[src/rtl/instr_loader_tx_pkg.sv]
// Shared constants and FSM encoding for the byte-serial instruction-load transmitter.
// The memory-side checker imports this package as well.
package instr_loader_tx_pkg;

  localparam logic [7:0] MARK_BYTE    = 8'hFE;
  localparam logic [7:0] TERM_BYTE    = 8'hFF;
  localparam logic [5:0] SCRATCH_ADDR = 6'd63;
  localparam logic [5:0] MAX_LEN      = 6'd62;

  typedef enum logic [2:0] {
    S_IDLE  = 3'd0,
    S_MARK  = 3'd1,
    S_FETCH = 3'd2,
    S_BYTE  = 3'd3,
    S_TERM  = 3'd4,
    S_DONE  = 3'd5
  } state_e;

  // A word holding 8'hFF anywhere cannot be streamed: the receiver would take it as a terminator.
  function automatic logic has_term_byte(input logic [31:0] w);
    return (w[31:24] == TERM_BYTE) || (w[23:16] == TERM_BYTE) ||
           (w[15:8]  == TERM_BYTE) || (w[7:0]   == TERM_BYTE);
  endfunction

endpackage

[src/rtl/instr_byte_serializer.sv]
// Splits one 32-bit word into 4 bytes, MSB first, each held for BYTE_HOLD+1 cycles.
// The load cycle is already byte 0's first hold cycle, so the word bypasses straight to byte_o.
module instr_byte_serializer #(
  parameter int BYTE_HOLD = 0
) (
  input  logic        clk,
  input  logic        rst_n,
  input  logic        load_i,
  input  logic [31:0] word_i,
  output logic [7:0]  byte_o,
  output logic [1:0]  counter_o,
  output logic        last_o,
  output logic        pre_last_o
);

  localparam int HW = (BYTE_HOLD > 0) ? $clog2(BYTE_HOLD + 1) : 1;
  localparam logic [HW-1:0] HOLD_MAX = HW'(BYTE_HOLD);

  logic [31:0]   word_q, word_eff;
  logic [1:0]    cnt_q, cnt_d, cnt_eff;
  logic [HW-1:0] hold_q, hold_d, hold_eff;
  logic          active_q, active_d, active_eff;

  always_comb begin
    active_eff = load_i | active_q;
    cnt_eff    = load_i ? 2'd0 : cnt_q;
    hold_eff   = load_i ? '0 : hold_q;
    word_eff   = load_i ? word_i : word_q;
    cnt_d      = cnt_eff;
    hold_d     = hold_eff;
    active_d   = active_eff;
    if (active_eff) begin
      if (hold_eff == HOLD_MAX) begin
        hold_d = '0;
        cnt_d  = cnt_eff + 2'd1;
        if (cnt_eff == 2'd3) active_d = 1'b0;
      end else begin
        hold_d = hold_eff + HW'(1);
      end
    end
    last_o     = active_eff && (cnt_eff == 2'd3) && (hold_eff == HOLD_MAX);
    pre_last_o = active_d && (cnt_d == 2'd3) && (hold_d == HOLD_MAX);
    counter_o  = cnt_eff;
    case (cnt_eff)
      2'd0:    byte_o = word_eff[31:24];
      2'd1:    byte_o = word_eff[23:16];
      2'd2:    byte_o = word_eff[15:8];
      default: byte_o = word_eff[7:0];
    endcase
  end

  always_ff @(posedge clk or negedge rst_n) begin
    if (!rst_n) begin
      word_q   <= '0;
      cnt_q    <= '0;
      hold_q   <= '0;
      active_q <= 1'b0;
    end else begin
      if (load_i) word_q <= word_i;
      cnt_q    <= cnt_d;
      hold_q   <= hold_d;
      active_q <= active_d;
    end
  end

endmodule

[src/rtl/instr_loader_tx.sv]
// Streams a program into Instruction_Memory: FE, 4 bytes per word MSB first, then FF.
// Source handshake: src_rd_en_o/src_addr_o in cycle c, src_data_i valid and captured in c+1.
module instr_loader_tx
  import instr_loader_tx_pkg::*;
#(
  parameter int         BYTE_HOLD = 0,
  parameter logic [7:0] IDLE_BYTE = 8'h00
) (
  input  logic        clk,
  input  logic        reset,
  input  logic        start_i,
  input  logic [5:0]  len_i,
  output logic        src_rd_en_o,
  output logic [5:0]  src_addr_o,
  input  logic [31:0] src_data_i,
  output logic [7:0]  instr_o,
  output logic [5:0]  instr_wr_address_o,
  output logic [1:0]  counter_o,
  output logic        busy_o,
  output logic        done_o,
  output logic        err_o,
  output state_e      state_o
);

  localparam int HW = (BYTE_HOLD > 0) ? $clog2(BYTE_HOLD + 1) : 1;
  localparam logic [HW-1:0] HOLD_MAX = HW'(BYTE_HOLD);

  state_e        state_q, state_d;
  logic [HW-1:0] hold_q, hold_d;
  logic [5:0]    len_q, len_d, idx_q, idx_d, rd_addr_q, rd_addr_d;
  logic          err_q, err_d, rd_en_q, rd_en_d;
  logic          word_bad, more_words, ser_load, ser_last, ser_pre_last;
  logic [7:0]    ser_byte;
  logic [1:0]    ser_cnt;

  assign word_bad   = has_term_byte(src_data_i);
  assign more_words = ({1'b0, idx_q} + 7'd1) < {1'b0, len_q};
  assign ser_load   = (state_q == S_FETCH) && !word_bad;

  instr_byte_serializer #(.BYTE_HOLD(BYTE_HOLD)) u_ser (
    .clk        (clk),
    .rst_n      (reset),
    .load_i     (ser_load),
    .word_i     (src_data_i),
    .byte_o     (ser_byte),
    .counter_o  (ser_cnt),
    .last_o     (ser_last),
    .pre_last_o (ser_pre_last)
  );

  always_comb begin
    state_d = state_q;
    hold_d  = hold_q;
    len_d   = len_q;
    idx_d   = idx_q;
    err_d   = err_q;
    case (state_q)
      S_IDLE: begin
        if (start_i) begin
          if (len_i > MAX_LEN) begin
            err_d   = 1'b1;
            state_d = S_DONE;
          end else begin
            err_d   = 1'b0;
            len_d   = len_i;
            idx_d   = '0;
            hold_d  = '0;
            state_d = S_MARK;
          end
        end
      end
      S_MARK: begin
        if (hold_q == HOLD_MAX) begin
          hold_d  = '0;
          state_d = (len_q == 6'd0) ? S_TERM : S_FETCH;
        end else begin
          hold_d = hold_q + HW'(1);
        end
      end
      // Capture cycle: a bad word turns this slot into the first terminator cycle.
      S_FETCH: begin
        if (word_bad) begin
          err_d = 1'b1;
          if (HOLD_MAX == '0) begin
            state_d = S_DONE;
          end else begin
            hold_d  = HW'(1);
            state_d = S_TERM;
          end
        end else begin
          state_d = S_BYTE;
        end
      end
      S_BYTE: begin
        if (ser_last) begin
          hold_d = '0;
          if (more_words) begin
            idx_d   = idx_q + 6'd1;
            state_d = S_FETCH;
          end else begin
            state_d = S_TERM;
          end
        end
      end
      S_TERM: begin
        if (hold_q == HOLD_MAX) begin
          hold_d  = '0;
          state_d = S_DONE;
        end else begin
          hold_d = hold_q + HW'(1);
        end
      end
      S_DONE:  state_d = S_IDLE;
      default: state_d = S_IDLE;
    endcase

    // Reads land in the last hold cycle of the preceding byte so the next word follows gap-free.
    rd_en_d   = ((state_d == S_MARK) && (hold_d == HOLD_MAX) && (len_d != 6'd0)) ||
                (((state_q == S_FETCH) || (state_q == S_BYTE)) && ser_pre_last && more_words);
    rd_addr_d = ((state_q == S_FETCH) || (state_q == S_BYTE)) ? (idx_q + 6'd1) : 6'd0;
  end

  always_ff @(posedge clk or negedge reset) begin
    if (!reset) begin
      state_q   <= S_IDLE;
      hold_q    <= '0;
      len_q     <= '0;
      idx_q     <= '0;
      err_q     <= 1'b0;
      rd_en_q   <= 1'b0;
      rd_addr_q <= '0;
    end else begin
      state_q   <= state_d;
      hold_q    <= hold_d;
      len_q     <= len_d;
      idx_q     <= idx_d;
      err_q     <= err_d;
      rd_en_q   <= rd_en_d;
      rd_addr_q <= rd_addr_d;
    end
  end

  always_comb begin
    instr_o            = IDLE_BYTE;
    instr_wr_address_o = '0;
    counter_o          = '0;
    case (state_q)
      S_MARK: begin
        instr_o            = MARK_BYTE;
        instr_wr_address_o = SCRATCH_ADDR;
        counter_o          = 2'd3;
      end
      S_TERM: begin
        instr_o            = TERM_BYTE;
        instr_wr_address_o = SCRATCH_ADDR;
        counter_o          = 2'd3;
      end
      S_FETCH: begin
        instr_o            = word_bad ? TERM_BYTE : ser_byte;
        instr_wr_address_o = word_bad ? SCRATCH_ADDR : idx_q;
        counter_o          = word_bad ? 2'd3 : ser_cnt;
      end
      S_BYTE: begin
        instr_o            = ser_byte;
        instr_wr_address_o = idx_q;
        counter_o          = ser_cnt;
      end
      default: ;
    endcase
  end

  assign src_rd_en_o = rd_en_q;
  assign src_addr_o  = rd_addr_q;
  assign busy_o      = (state_q == S_MARK) || (state_q == S_FETCH) ||
                       (state_q == S_BYTE) || (state_q == S_TERM);
  assign done_o      = (state_q == S_DONE);
  assign err_o       = err_q;
  assign state_o     = state_q;

endmodule

[config.mk]
export PLATFORM = sky130hd
export DESIGN_NAME = instr_loader_tx
export DESIGN_NICKNAME = d
export VERILOG_FILES = /design/src/rtl/instr_loader_tx_pkg.sv /design/src/rtl/instr_byte_serializer.sv /design/src/rtl/instr_loader_tx.sv
export SDC_FILE = /design/constraint.sdc
export NUM_CORES = 1
export LEC_CHECK = 0
export ABC_CLOCK_PERIOD_IN_PS = 4000
export CORE_MARGIN = 2
export CORE_UTILIZATION = 25
export DETAILED_ROUTE_END_ITERATION = 16
export PLACE_DENSITY = 0.57
export SKIP_LAST_GASP = 1
export SYNTH_ARGS = -nofsm -noshare
export SYNTH_HDL_FRONTEND = slang
export SYNTH_SLANG_ARGS = --single-unit
[constraint.sdc]
create_clock -name clk -period 4 [get_ports clk]
set_input_delay 0.8 -clock clk [delete_from_list [all_inputs] [get_ports clk]]
set_output_delay 0.8 -clock clk [all_outputs]
set_load 0.02 [all_outputs]
**Word level (Yosys, flattened, before mapping)**

Index checks and enable logic that the tools add are counted.

- Register bits after elaboration: 60
- Bits in latches: 0
- RAM bits: 0
- ROM bits: 0
- Output and inout bits: 29
- Word-level logic and storage cells: 112
- Memories: 0

- Add/sub/neg operators: 5
- Multiply operators: 0
- Divide/modulo/power cells: 0
- $lt $le $gt $ge: 2
- Equality and inequality tests: 19
- Shifts and indexed selects: 0
- Mux-type cells: 44
- Bitwise operators: 4
- Reductions and logical operators: 27

Operator list:

| kind | count |
|---|---|
| two-way mux 6 bit | 9 |
| == test 8 bit (second input constant) | 4 |
| two-way mux 32 bit | 1 |
| one-hot mux 8 bit (4 select lines) | 1 |
| two-way mux 3 bit | 8 |
| one-hot mux 8 bit (3 select lines) | 1 |
| one-hot mux 6 bit (3 select lines) | 1 |
| one-hot mux 3 bit (5 select lines) | 1 |
| two-way mux 1 bit | 13 |
| one-hot mux 6 bit (2 select lines) | 1 |
| != test 2 bit (second input constant) | 5 |
| logical AND 1 bit | 9 |
| logical OR 1 bit | 8 |
| two-way mux 2 bit | 4 |
| two-way mux 8 bit | 1 |
| adder 6 x 1 -> 7 bit (second input constant) | 1 |
| < comparator 7 x 6 -> 1 bit | 1 |
| adder 6 x 1 -> 6 bit (second input constant) | 1 |
| == test 2 bit (second input constant) | 3 |
| == test 3 x 1 -> 1 bit (second input constant) | 2 |
| == test 3 x 2 -> 1 bit (second input constant) | 2 |
| == test 3 bit (second input constant) | 2 |
| > comparator 6 bit (second input constant) | 1 |
| logical NOT 6 bit | 1 |
| other kinds (16) | 20 |

**Logic depth before layout (Yosys ltp)**

- Depth in word-level cells: 16
- Mapped depth: 14

**By module**

Synthesis repeated with hierarchy kept, for this count alone.

- Cells, all modules: 317
- Area, all modules: 3,303.2 sq um

By module, submodules not included:

| module | instances | cells each | area each (sq um) | seq. area each (sq um) |
|---|---|---|---|---|
| instr_byte_serializer | 1 | 128 | 1,670.4 | 900.9 |
| instr_loader_tx | 1 | 189 | 1,632.8 | 600.6 |

**Worst setup path before layout**

No wires, ideal clock.

- Path kind: input to output
- Start point: input src_data_i[25]
- End point: output instr_o[1]
- Arrival time: 3,249 ps
- Data required time: 3,200 ps
- Setup slack: -49 ps
- Stages: 13
- Buffers on the path: 3
- Path through: nand4_1 -> nor2_1 -> nor4_4 -> nand3_4 -> buf_2 -> buf_2 -> and2_1 -> ha_1 -> inv_1 -> or2_2 -> clkbuf_1 -> nor2_1 -> a211oi_1

- Word-level cells in the longest chain between the ends: 11
- Elaborated cells between the ends (all ways): 14
- Classes of those cells: eq/ne (3); mux (5); reduce/logical (6)

Ends and longest elaborated chain:

| item | line | RTL |
|---|---|---|
| start: declaration | instr_loader_tx.sv:15 | `input logic [31:0] src_data_i,` |
| == test 8 bit | instr_loader_tx_pkg.sv:21 | `return (w[31:24] == TERM_BYTE) \|\| (w[23:16] == TERM_BYTE) \|\|` |
| logical OR 1 bit (2 in series) | instr_loader_tx_pkg.sv:21 |  |
| logical OR 1 bit | instr_loader_tx_pkg.sv:22 | `(w[15:8] == TERM_BYTE) \|\| (w[7:0] == TERM_BYTE);` |
| logical NOT 1 bit | instr_loader_tx.sv:38 | `assign ser_load = (state_q == S_FETCH) && !word_bad;` |
| logical AND 1 bit | instr_loader_tx.sv:38 |  |
| two-way mux 2 bit | instr_byte_serializer.sv:26 | `cnt_eff = load_i ? 2'd0 : cnt_q;` |
| == test 2 bit (tied with other cells) | instr_byte_serializer.sv:44 | `case (cnt_eff)` |
| one-hot mux 8 bit (3 select lines) | instr_byte_serializer.sv:44 |  |
| two-way mux 8 bit | instr_loader_tx.sv:159 | `instr_o = word_bad ? TERM_BYTE : ser_byte;` |
| one-hot mux 8 bit (4 select lines) (*) | instr_loader_tx.sv:147 | `case (state_q)` |
| end: declaration | instr_loader_tx.sv:16 | `output logic [7:0] instr_o,` |

Mark *: on every way between the ends. The rest lies on a longest branch, timed or not.

**Worst setup path in the final report**

- Start point: input src_data_i[17]
- End point: output instr_o[2]

- Elaborated cells between the ends (all ways): 14
- Classes of those cells: eq/ne (3); mux (5); reduce/logical (6)

RTL lines:

| item | line | RTL |
|---|---|---|
| == test 8 bit (*) | instr_loader_tx_pkg.sv:21 |  |
| logical OR 1 bit (*) (2 in series) | instr_loader_tx_pkg.sv:21 |  |
| logical OR 1 bit (*) | instr_loader_tx_pkg.sv:22 |  |
| logical NOT 1 bit (*) | instr_loader_tx.sv:38 |  |
| logical AND 1 bit (*) | instr_loader_tx.sv:38 |  |
| two-way mux 32 bit (*) | n/a |  |
| net u_ser.word_eff[26] | instr_byte_serializer.sv:19 | `logic [31:0] word_q, word_eff;` |
| one-hot mux 8 bit (3 select lines) (*) | instr_byte_serializer.sv:44 |  |
| two-way mux 8 bit | instr_loader_tx.sv:159 |  |
| one-hot mux 8 bit (4 select lines) (*) | instr_loader_tx.sv:147 |  |

Mark *: on every way through the listed nets, which the timed path passes. The rest lies on a longest branch.

==> metrics.cfg <==
[routing]
wirelength_um = 8850
drtIter0Drc = 141
wl_met2_um = 4370
drc_errors = 0
viasPerCell = 4.60
routed-wl-met3_um = 415
wl_per_cell_um = 15.3
top_layer = met4
dr.pass1.iters = 5
vias = 2666
drtAntennaViolNets = 0
wirelength_met1_um = 4030

[yosys]
synth_enable_flop_cells = 0
async_flop_share_pct = 100
seq_area_frac_synth_pct = 47.2
synthesis.nets = 349
synth-seq-cells = 60
synth.distinct_cells = 49
syn_avg_cell_area_um2 = 10.7
synthDominantCellAreaShare_pct = 47.2
syn_area_mm2 = 0.00318
synthTopCellsByArea = dfrtp_1 (47%), mux2_2 (14%), nor2_1 (4.4%)
ys_warn_count = 0
synth_top_flop_cell = dfrtp_1
syn_inst = 297
yosys.area.top_type = dfrtp_1

[floorplan]
die_h_um = 117
rows = 41
coreArea_mm2 = 0.0125
start_util_pct = 25.4
die-width_um = 117
boundaryPins = 70
dieArea_mm2 = 0.0136

[clocking]
clock_path_buffers = 2
clock-sinks = 60
cts_tree = done
clk_root_buffer_cell = clkbuf_16
ctsHoldBuffers = 0
cts_buffers = 9
cts_max_level = 3
clkLatencyLatePin_ps = 320
clkTransAtPathRegs_ps = 50

[power_and_ir_drop]
powerDensity_mw_per_mm2 = 825
p_leak_nw = 2.24
ir_drop_mv = 0.251
fin_total_pwr_mw = 3.92

[grt]
grt_pass1_vias = 2776
antenna_found_initial = 0
grt_max_degree = 35
track_usage_pct = 13.7
grt_pass1_wl_um = 14300
grt_overflow = 0

[worst_hold_path]
min_path_type = reg2reg
min_from = u_ser.active_q

[layout]
final_common_cell = dfrtp_1
area_growth_pct = 49.6
fin_nets = 454
drive_gt1_share_pct = 33.9
layout_common_cells = dfrtp_1 (60), mux2_2 (36), buf_4 (36)
n_antenna_cell = 0
stdcell_count = 579

[worst_setup_path]
rr_startpoint = idx_q[0]
max_stage_delay_ps = 410
cp.arrival_ps = 3040
cp_slowest_cell = a222oi_1
crit_fanout = 4
critical_path_required_ps = 3200
path_common_cell = buf_4
criticalPathCategory = in2out
cp-end-kind = output pin
crit_start = src_data_i[17]
crit_path_start_kind = input port
crit_chain = clkdlybuf4s15_1 > nand4_1 > nor2_2 > nor4_4 > buf_4 > and3_4 > mux2_4 > a222oi_1 > a211oi_2 > buf_4

[timing]
fin_setup_tns_ps = 0
slew_headroom_pct = 58.4
grt_setup_unrepaired = no
fin_crit_sh_pct = 96.0
setup_viol = 0
tightest_slew_ps = 624
fin_worst_skew_ps = 6.51
period_needed_ps = 3840
setup_slack_ps = 158
final_hold_viol_count = 0
max_freq_mhz = 260
report.final.slew_viol_count = 0

[placement]
io_buffers = 69
dp_hpwl_um = 6750
place_ws_ps = -697
gp_congestion = 0.809
placed_cells = 560

[run]
maxCapViolCount = 0

[outcome]
status = complete, no violations

## per-stage QoR
step / cell area [um^2] / hold slack (ps) / utilization (%)
after floorplan: 3210 / 437 / -
after global placement: 4320 / 459 / 34.5
after detailed placement: 4320 / 464 / 34.5
after CTS: 4710 / 479 / 37.7
after global routing: 4750 / 507 / 38.0
final: 4750 / 475 / 38.0
## routing by layer
metal / global-route usage (%) / vias up
met2: 23.2 / 63
met4: 2.82 / 0
li1: - / 1283
met3: 3.74 / 4
met5: 0 / -
met1: 17.5 / 1316
## worst max-delay path: cells and delay by family
kind                   cells  cell delay, ps
AOI/OAI and AO/OA          2             550
buffers and inverters      3             560
muxes                      1             320
and+or+nand+nor            4             810
## area by class of cell
type | instances | area [um^2]
Clock buffer | 9 | 225
Clock inverter | 7 | 76.3
Fill cell | 1284 | 7760
Inverter | 15 | 56.3
Multi-Input combinational cell | 209 | 1690
Sequential cell | 60 | 1500
Tap cell | 172 | 215
Timing Repair Buffer | 107 | 985
## sequential cells by signal, indices dropped and copies added (netlist names), 2 cells and up
name / cells
idx_q: 6
u_ser.cnt_q: 2
src_addr_o: 6
len_q: 6
u_ser.word_q: 32
state_o: 3
## logic make-up (layout without fill, tap and decap cells)
logic type      Yosys count  in the layout  synth area share (%)
simple gates             99             99                  15.8
flops                    60             60                  47.2
compound gates           52             52                  12.7
mux                      43             43                  15.3
buf+inv                  28            138                  3.54
fa+ha+maj                11             11                  4.33
xor+xnor                  4              4                  1.10
## power breakdown
part | total (mW) | switching [mW] | internal, mW
clock network | 0.768 | 0.284 | 0.484
logic | 2.17 | 1.11 | 1.07
registers | 0.984 | 0.123 | 0.861
total | 3.92 | 1.51 | 2.41
## final timing paths
| check | end | slack (ps) | cells after the start |
|---|---|---|---|
| max | instr_o[2] | 160 | 10 |
| min | u_ser.hold_q | 470 | 1 |
| max reg2reg | idx_q[5] | 1050 | 8 |
| min reg2reg | u_ser.hold_q | 470 | 1 |
| max in group asynchronous | idx_q[0] | 2630 | 2 |
| min in group asynchronous | u_ser.word_q[27] | 500 | 1 |
## synth_stat cells (7+ instances only)
| cell type | instances |
|---|---|
| dfrtp_1 | 60 |
| nand2_1 | 22 |
| nand4_1 | 8 |
| a21oi_1 | 8 |
| a21o_1 | 7 |
| mux2_2 | 40 |
| nor2_1 | 37 |
| inv_1 | 15 |
| ha_1 | 11 |
## what timing repair did
action                                  CTS  global route
buffers inserted                          3             2
pin swaps                                23            18
resized for setup                        92            34
hold endpoints to repair                  0             0
cloned                                    0             0
endpoints found under the setup margin   11            12
Power figures use the tool's default switching activity.
